==> config.mk <==
export PLATFORM = sky130hd
export DESIGN_NAME = sdram_axi_arbiter
export DESIGN_NICKNAME = d
export VERILOG_FILES = /design/src/rtl/sdram_axi_arbiter.sv
export SDC_FILE = /design/constraint.sdc
export NUM_CORES = 1
export LEC_CHECK = 0
export BUFFER_PORTS_ARGS = -buffer_cell sky130_fd_sc_hd__buf_2
export CAP_MARGIN = 15
export CORE_AREA = 2 2 306 308
export DETAILED_ROUTE_END_ITERATION = 6
export DIE_AREA = 0 0 308 310
export PLACE_DENSITY = 0.3
export REMOVE_ABC_BUFFERS = 1
export SYNTH_ARGS = -nofsm -noshare
export SYNTH_HDL_FRONTEND = slang
export SYNTH_SLANG_ARGS = --single-unit
==> constraint.sdc <==
create_clock -name clock -period 1.85 [get_ports clock]
set_clock_uncertainty 0.1 [all_clocks]
set_input_delay 0 -clock clock [delete_from_list [all_inputs] [get_ports clock]]
set_output_delay 0 -clock clock [all_outputs]
set_load 0.02 [all_outputs]
==> src/rtl/sdram_axi_arbiter.sv <==
// Two-master AXI4 arbiter in front of the SDRAM slave port.
// One whole transaction (read or write) is granted at a time using round-robin
// over four request slots; payloads pass through combinationally under the grant.
module sdram_axi_arbiter #(
    parameter int ADDR_W = 32,
    parameter int DATA_W = 64,
    parameter int ID_W   = 4
) (
    input  logic                clock,
    input  logic                reset,
    // master 0
    input  logic                in0_awvalid,
    input  logic [ADDR_W-1:0]   in0_awaddr,
    input  logic [ID_W-1:0]     in0_awid,
    input  logic [7:0]          in0_awlen,
    input  logic [2:0]          in0_awsize,
    input  logic [1:0]          in0_awburst,
    output logic                in0_awready,
    input  logic                in0_wvalid,
    input  logic [DATA_W-1:0]   in0_wdata,
    input  logic [DATA_W/8-1:0] in0_wstrb,
    input  logic                in0_wlast,
    output logic                in0_wready,
    input  logic                in0_bready,
    output logic                in0_bvalid,
    output logic [1:0]          in0_bresp,
    output logic [ID_W-1:0]     in0_bid,
    input  logic                in0_arvalid,
    input  logic [ADDR_W-1:0]   in0_araddr,
    input  logic [ID_W-1:0]     in0_arid,
    input  logic [7:0]          in0_arlen,
    input  logic [2:0]          in0_arsize,
    input  logic [1:0]          in0_arburst,
    output logic                in0_arready,
    input  logic                in0_rready,
    output logic                in0_rvalid,
    output logic [DATA_W-1:0]   in0_rdata,
    output logic [1:0]          in0_rresp,
    output logic                in0_rlast,
    output logic [ID_W-1:0]     in0_rid,
    // master 1
    input  logic                in1_awvalid,
    input  logic [ADDR_W-1:0]   in1_awaddr,
    input  logic [ID_W-1:0]     in1_awid,
    input  logic [7:0]          in1_awlen,
    input  logic [2:0]          in1_awsize,
    input  logic [1:0]          in1_awburst,
    output logic                in1_awready,
    input  logic                in1_wvalid,
    input  logic [DATA_W-1:0]   in1_wdata,
    input  logic [DATA_W/8-1:0] in1_wstrb,
    input  logic                in1_wlast,
    output logic                in1_wready,
    input  logic                in1_bready,
    output logic                in1_bvalid,
    output logic [1:0]          in1_bresp,
    output logic [ID_W-1:0]     in1_bid,
    input  logic                in1_arvalid,
    input  logic [ADDR_W-1:0]   in1_araddr,
    input  logic [ID_W-1:0]     in1_arid,
    input  logic [7:0]          in1_arlen,
    input  logic [2:0]          in1_arsize,
    input  logic [1:0]          in1_arburst,
    output logic                in1_arready,
    input  logic                in1_rready,
    output logic                in1_rvalid,
    output logic [DATA_W-1:0]   in1_rdata,
    output logic [1:0]          in1_rresp,
    output logic                in1_rlast,
    output logic [ID_W-1:0]     in1_rid,
    // SDRAM slave side
    output logic                out_awvalid,
    output logic [ADDR_W-1:0]   out_awaddr,
    output logic [ID_W-1:0]     out_awid,
    output logic [7:0]          out_awlen,
    output logic [2:0]          out_awsize,
    output logic [1:0]          out_awburst,
    input  logic                out_awready,
    output logic                out_wvalid,
    output logic [DATA_W-1:0]   out_wdata,
    output logic [DATA_W/8-1:0] out_wstrb,
    output logic                out_wlast,
    input  logic                out_wready,
    output logic                out_bready,
    input  logic                out_bvalid,
    input  logic [1:0]          out_bresp,
    input  logic [ID_W-1:0]     out_bid,
    output logic                out_arvalid,
    output logic [ADDR_W-1:0]   out_araddr,
    output logic [ID_W-1:0]     out_arid,
    output logic [7:0]          out_arlen,
    output logic [2:0]          out_arsize,
    output logic [1:0]          out_arburst,
    input  logic                out_arready,
    output logic                out_rready,
    input  logic                out_rvalid,
    input  logic [DATA_W-1:0]   out_rdata,
    input  logic [1:0]          out_rresp,
    input  logic                out_rlast,
    input  logic [ID_W-1:0]     out_rid
);

    typedef enum logic [2:0] {IDLE, AR_FWD, R_DATA, AW_FWD, W_DATA, B_RESP} state_t;

    state_t      state, state_next;
    logic        gnt, gnt_next;     // granted master index
    logic [1:0]  rr, rr_next;       // highest-priority slot
    logic [3:0]  req;
    logic [1:0]  win, idx;
    logic        found;

    logic sel_awvalid, sel_wvalid, sel_wlast, sel_bready, sel_arvalid, sel_rready;

    // slot order S0=in0 AW, S1=in0 AR, S2=in1 AW, S3=in1 AR
    assign req = {in1_arvalid, in1_awvalid, in0_arvalid, in0_awvalid};

    assign sel_awvalid = gnt ? in1_awvalid : in0_awvalid;
    assign sel_wvalid  = gnt ? in1_wvalid  : in0_wvalid;
    assign sel_wlast   = gnt ? in1_wlast   : in0_wlast;
    assign sel_bready  = gnt ? in1_bready  : in0_bready;
    assign sel_arvalid = gnt ? in1_arvalid : in0_arvalid;
    assign sel_rready  = gnt ? in1_rready  : in0_rready;

    // downstream payload always follows the current grant
    assign out_awaddr  = gnt ? in1_awaddr  : in0_awaddr;
    assign out_awid    = gnt ? in1_awid    : in0_awid;
    assign out_awlen   = gnt ? in1_awlen   : in0_awlen;
    assign out_awsize  = gnt ? in1_awsize  : in0_awsize;
    assign out_awburst = gnt ? in1_awburst : in0_awburst;
    assign out_wdata   = gnt ? in1_wdata   : in0_wdata;
    assign out_wstrb   = gnt ? in1_wstrb   : in0_wstrb;
    assign out_wlast   = sel_wlast;
    assign out_araddr  = gnt ? in1_araddr  : in0_araddr;
    assign out_arid    = gnt ? in1_arid    : in0_arid;
    assign out_arlen   = gnt ? in1_arlen   : in0_arlen;
    assign out_arsize  = gnt ? in1_arsize  : in0_arsize;
    assign out_arburst = gnt ? in1_arburst : in0_arburst;

    // response payloads are broadcast; only the valid is steered
    assign in0_bresp = out_bresp;
    assign in0_bid   = out_bid;
    assign in1_bresp = out_bresp;
    assign in1_bid   = out_bid;
    assign in0_rdata = out_rdata;
    assign in0_rresp = out_rresp;
    assign in0_rlast = out_rlast;
    assign in0_rid   = out_rid;
    assign in1_rdata = out_rdata;
    assign in1_rresp = out_rresp;
    assign in1_rlast = out_rlast;
    assign in1_rid   = out_rid;

    // round-robin search starting at rr
    always_comb begin
        found = 1'b0;
        win   = '0;
        idx   = '0;
        for (int unsigned i = 0; i < 4; i++) begin
            idx = rr + 2'(i);
            if (!found && req[idx]) begin
                found = 1'b1;
                win   = idx;
            end
        end
    end

    // state, grant and pointer registers
    always_ff @(posedge clock) begin
        if (reset) begin
            state <= IDLE;
            gnt   <= 1'b0;
            rr    <= '0;
        end else begin
            state <= state_next;
            gnt   <= gnt_next;
            rr    <= rr_next;
        end
    end

    // next-state, grant capture and pointer update
    always_comb begin
        state_next = state;
        gnt_next   = gnt;
        rr_next    = rr;
        case (state)
            IDLE: if (found) begin
                gnt_next   = win[1];
                rr_next    = win + 2'd1;
                state_next = win[0] ? AR_FWD : AW_FWD;
            end
            AR_FWD: if (sel_arvalid && out_arready) state_next = R_DATA;
            R_DATA: if (out_rvalid && sel_rready && out_rlast) state_next = IDLE;
            AW_FWD: if (sel_awvalid && out_awready) state_next = W_DATA;
            W_DATA: if (sel_wvalid && out_wready && sel_wlast) state_next = B_RESP;
            B_RESP: if (out_bvalid && sel_bready) state_next = IDLE;
            default: state_next = IDLE;
        endcase
    end

    // handshake steering: only the granted master sees ready/valid, only in its phase
    always_comb begin
        out_awvalid = 1'b0;
        out_wvalid  = 1'b0;
        out_bready  = 1'b0;
        out_arvalid = 1'b0;
        out_rready  = 1'b0;
        in0_awready = 1'b0;
        in0_wready  = 1'b0;
        in0_bvalid  = 1'b0;
        in0_arready = 1'b0;
        in0_rvalid  = 1'b0;
        in1_awready = 1'b0;
        in1_wready  = 1'b0;
        in1_bvalid  = 1'b0;
        in1_arready = 1'b0;
        in1_rvalid  = 1'b0;
        case (state)
            AR_FWD: begin
                out_arvalid = sel_arvalid;
                in0_arready = !gnt && out_arready;
                in1_arready = gnt && out_arready;
            end
            R_DATA: begin
                out_rready = sel_rready;
                in0_rvalid = !gnt && out_rvalid;
                in1_rvalid = gnt && out_rvalid;
            end
            AW_FWD: begin
                out_awvalid = sel_awvalid;
                in0_awready = !gnt && out_awready;
                in1_awready = gnt && out_awready;
            end
            W_DATA: begin
                out_wvalid = sel_wvalid;
                in0_wready = !gnt && out_wready;
                in1_wready = gnt && out_wready;
            end
            B_RESP: begin
                out_bready = sel_bready;
                in0_bvalid = !gnt && out_bvalid;
                in1_bvalid = gnt && out_bvalid;
            end
            default: ;
        endcase
    end

endmodule

# == Word-level counts from Yosys, hierarchy flattened ==
# Index checks and enable logic that the tools add are counted.
# word_totals
register_bits,6
inputBits,436
wordCells,106
# classes
addsub,4
n_lt_le_gt_ge,4
eq_ne,11
muxes,57
n_reduce_logical,27
# ops
op,n
32-bit two-way mux,2
64-bit two-way mux,1
1-bit two-way mux,29
3-bit two-way mux,8
8-bit two-way mux,3
1-bit logical AND,20
3-bit case mux with 6 select lines,1
2-bit two-way mux,7
2-bit by 3-bit < comparator with 1-bit output (second input constant),4
2-bit inequality test (second input constant),6
1-bit binary-select mux with 2-bit select,4
4-bit two-way mux,2
3-bit by 2-bit equality test with 1-bit output (second input constant),2
3-bit equality test (second input constant),2
6-bit AND reduction,1
2-bit by 1-bit adder with 2-bit output (second input constant),2
2-bit adder (second input constant),2
1-bit logical NOT,4
3-bit by 1-bit equality test with 1-bit output (second input constant),1
3-bit logical NOT,1
2-bit AND reduction,1

# == Depth between registers and ports, before layout ==
# depth
word_depth,15
mapped_depth,6
mapped_depth_nobuf,5

# == Least setup slack after synthesis ==
# Ideal clock, no wire load.
# synth_path
path_type,reg2out
from,register gnt
to,output port out_wvalid
arrival_ns,1.572
t_required_ns,1.750
setup_slack_ns,0.178
stages_incl_launch_ff,7
n_path_buf,4
cell_sequence,dfxtp_1 buf_4 clkbuf_1 buf_2 buf_2 mux2i_1 nor3_1
# synth_between
elab_chain_cells,2
# synth_lines
item,line_no,source
from (decl),106,"logic gnt, gnt_next;"
from (signal assigned),175,gnt <= gnt_next;
1-bit two-way mux,118,assign sel_wvalid = gnt ? in1_wvalid : in0_wvalid;
1-bit two-way mux,217,case (state)
to (decl),79,"output logic out_wvalid,"
# No other way between the ends.

==> results by group <==
Hold path
  • Hold Crit Class: in -> reg

Flow run
  • Max-cap violation count: 0

Timing
  • RSZ-0062 raised after global routing: true
  • Final min period: between 1.5 and 2 ns
  • Hold_ws: 0.0623 ns
  • Final WS setup: around 0.037 ns
  • Endpoints failing setup: 0
  • Final hold violations: 0
  • Relative slew slack: 39.7%
  • FMAX: about 550 MHz
  • Pins Over Slew Limit: 0
  • Setup TNS: 0 ns
  • Measured slew at the worst slew-check pin: about 0.9 ns
  • Tcrit/Tclk final: 98.0%

GRT
  • Initial antenna violation count: 65
  • Largest net degree at the start of global routing: 32
  • Global route overflow: 0
  • Total track usage: 14.1%
  • Vias in the first global route: roughly 5800
  • First-pass GRT wire length: ~80000 um

Setup path
  • Worst endpoint data arrival time: about 1.9 ns
  • Crit path capture type: flip-flop
  • Critical Path RT: between 1.5 and 2 ns
  • Critical path class: in -> reg
  • Crit Reg-Reg Startpoint: gnt$_SDFFE_PP0P_
  • Worst-path fanout max: 8
  • Worst reg2reg path depth: 7
  • Reg2Reg Setup Slack: approximately 0.070 ns
  • R2R Path End: state[0]$_SDFFE_PP0P_
  • Beginning of the critical path: reset
  • Crit path capture: state[0]$_SDFFE_PP0P_
  • Critical path launch point type: input pin

Die
  • Die X: ~310 um
  • Die area: about 95000 um2
  • Initial Utilization: 4.11%
  • I/O pin cnt: a little under 800
  • Row count: around 110
  • Core ar.: around 90000 um2
  • Die Span Y: approximately 310 um

CTS
  • Clk slew on worst S/H paths: 0.03 ns
  • Max H-tree Level: 1
  • Worst-Skew Late Latency: approximately 0.23 ns
  • Longest Clk Path Bufs: 2
  • Clk root buf: clkbuf_16
  • CTS Buf Count: 3
  • CTS tree: yes
  • Clk sinks: 6

Detailed routing
  • Post-route ant nets: 0
  • Via count: ~6000
  • WL/cell: ~34 um
  • WL final: a little over 70000 um
  • Initial DRC count: 383
  • First-pass DRT Iterations: 5
  • Vias/cell: roughly 2.8
  • Post-route DRC violation count: 0

Place
  • Placed cell count: ~2000
  • Worst slack at placement: -0.0384 ns
  • Final GP Congestion: slightly below 0.8
  • Post-DP Area: around 7000 um2
  • Dpl hpwl: approximately 63000 um
  • IO buf count: ~550

Power
  • Leak Pwr: roughly 3.6 nW
  • Power Density: just under 900 nW/um2
  • Peak VDD IR: between 200 and 250 uV
  • Final Total Pwr: 7.25 mW

Cells and area
  • Fin nets: 1346
  • Finished layout cell area: slightly above 8000 um2
  • Fillers: about 11000
  • Most frequent cells in the layout: buf_2 (537), mux2_2 (165), dlygate4sd3_1 (77)
  • Layout cells sized above 1: a little over four fifths
  • Area delta synth->final: 114%
  • Final Util: 8.78%
  • Finished Layout Cells: 2121
  • Commonest non-fill, non-tap cell in the layout: buf_2

Synth
  • Adder-cell area share of the yosys netlist: 0%
  • Main combinational cell family by area after synthesis: multiplexers
  • Synth Area in Compound Gates: 3.13%
  • Post-synthesis sequential area ratio: 3.16%
  • Synth Area per Inst: between 8 and 9 um2
  • Post-synthesis simple-gate area fraction: 6.52%
  • XOR/XNOR share of the synthesized area: less than 1%
  • Synth unique cells: 32
  • Mapped Cells: roughly 430
  • Yosys warns: 0
  • Synth Register Bits: 6
  • Post-synthesis mux area share: a little over half
  • Syn Std Cell Area: ~3800 um2

Run status
  • Outcome: finished clean
-- kinds of logic (layout without fill, tap and decap cells) --
| kind of cell | Yosys count | in the layout |
|---|---|---|
| simple gates | 45 | 45 |
| mux | 179 | 179 |
| xor+xnor | 1 | 1 |
| buf+inv | 182 | 660 |
| compound gates | 18 | 18 |
| flops | 6 | 6 |
| other cells | 0 | 15 |
-- power by group --
group	internal (mW)	leakage [nW]	switching, mW	total, mW
clock	0.286	0.0382	0.0760	0.362
sequential	0.182	0.0503	0.0724	0.255
combinational	2.41	3.53	4.22	6.63
-- critical path: stages --
cell           delay (ns)
dlygate4sd3_1        0.58
buf_4                0.19
or4_1                0.48
or4_1                0.53
o31ai_1              0.08
-- Yosys cell counts --
| library cell | count | share of area [%] |
|---|---|---|
| a21oi_1 | 6 | 0.79 |
| mux2i_1 | 6 | 1.6 |
| a31o_2 | 1 | 0.23 |
| or3_1 | 1 | 0.16 |
| a21boi_0 | 1 | 0.20 |
| o31ai_1 | 1 | 0.20 |
| a2bb2oi_1 | 1 | 0.23 |
| inv_1 | 4 | 0.40 |
| o211ai_1 | 1 | 0.20 |
| xnor2_1 | 1 | 0.23 |
| nor3_1 | 6 | 0.79 |
| nor2b_1 | 3 | 0.49 |
| o2bb2a_1 | 1 | 0.26 |
| buf_2 | 20 | 2.6 |
| a211oi_1 | 2 | 0.40 |
| or4_1 | 2 | 0.40 |
| buf_4 | 156 | 31 |
| a311oi_1 | 1 | 0.23 |
| nor4_2 | 1 | 0.33 |
| dfxtp_1 | 6 | 3.2 |
| nand3_1 | 3 | 0.40 |
| nand2b_1 | 6 | 0.99 |
| and2_1 | 1 | 0.16 |
| nor4_1 | 2 | 0.33 |
| mux2_2 | 173 | 51 |
| nor2_1 | 10 | 0.99 |
| clkbuf_1 | 2 | 0.20 |
| nor3b_1 | 3 | 0.59 |
| and3_1 | 1 | 0.16 |
| and4_1 | 1 | 0.23 |
| o21ai_0 | 3 | 0.40 |
| nand2_1 | 5 | 0.49 |
-- worst min path at each step --
stage / from / to / slack, ns / cells past startpoint
finish: out_awready / state[2]$_SDFFE_PP0P_ / 0.06 / 3
global route: out_awready / state[2]$_SDFFE_PP0P_ / 0.08 / 3
CTS: out_awready / state[2]$_SDFFE_PP0P_ / 0.07 / 3
global placement: out_bid[1] / in1_bid[1] / -0.1 / 0
detailed placement: out_bid[1] / in1_bid[1] / -0.1 / 0
floorplan: out_bid[0] / in0_bid[0] / -0.10 / 0
-- layout make-up --
class / instances / area (um2) / share of cell area [%]
inverters: 4 / 15.0 / 0.185
flip-flops and latches: 6 / 124 / 1.53
clock buffers: 4 / 78.8 / 0.971
multi-input cells: 243 / 2430 / 29.9
well taps: 1197 / 1500 / 18.4
diodes: 15 / 37.5 / 0.462
repair buffers: 652 / 3940 / 48.5
-- per-layer routing --
layer | global-route usage (%) | up-vias | share of wire, %
met5 | 2.58 | - | 0.86
met1 | 20.3 | 2766 | 48
met4 | 0.976 | 46 | 0.81
met3 | 10.9 | 88 | 18
li1 | - | 2333 | -
met2 | 15.9 | 724 | 32
-- flip-flops by register name, summed over array words and instances (netlist names) --
name,cells
state,3
gnt,1
rr,2
-- timing repair --
| action | in CTS | in global routing |
|---|---|---|
| hold buffers | 77 | 0 |
| gates cloned | 4 | 1 |
| gates resized for setup | 12 | 25 |
| setup endpoints to repair | 117 | 14 |
| hold endpoints to repair | 155 | 0 |
| buffers inserted | 4 | 0 |
| pin swaps | 0 | 3 |
No activity file was read; power rests on OpenSTA's default activity.
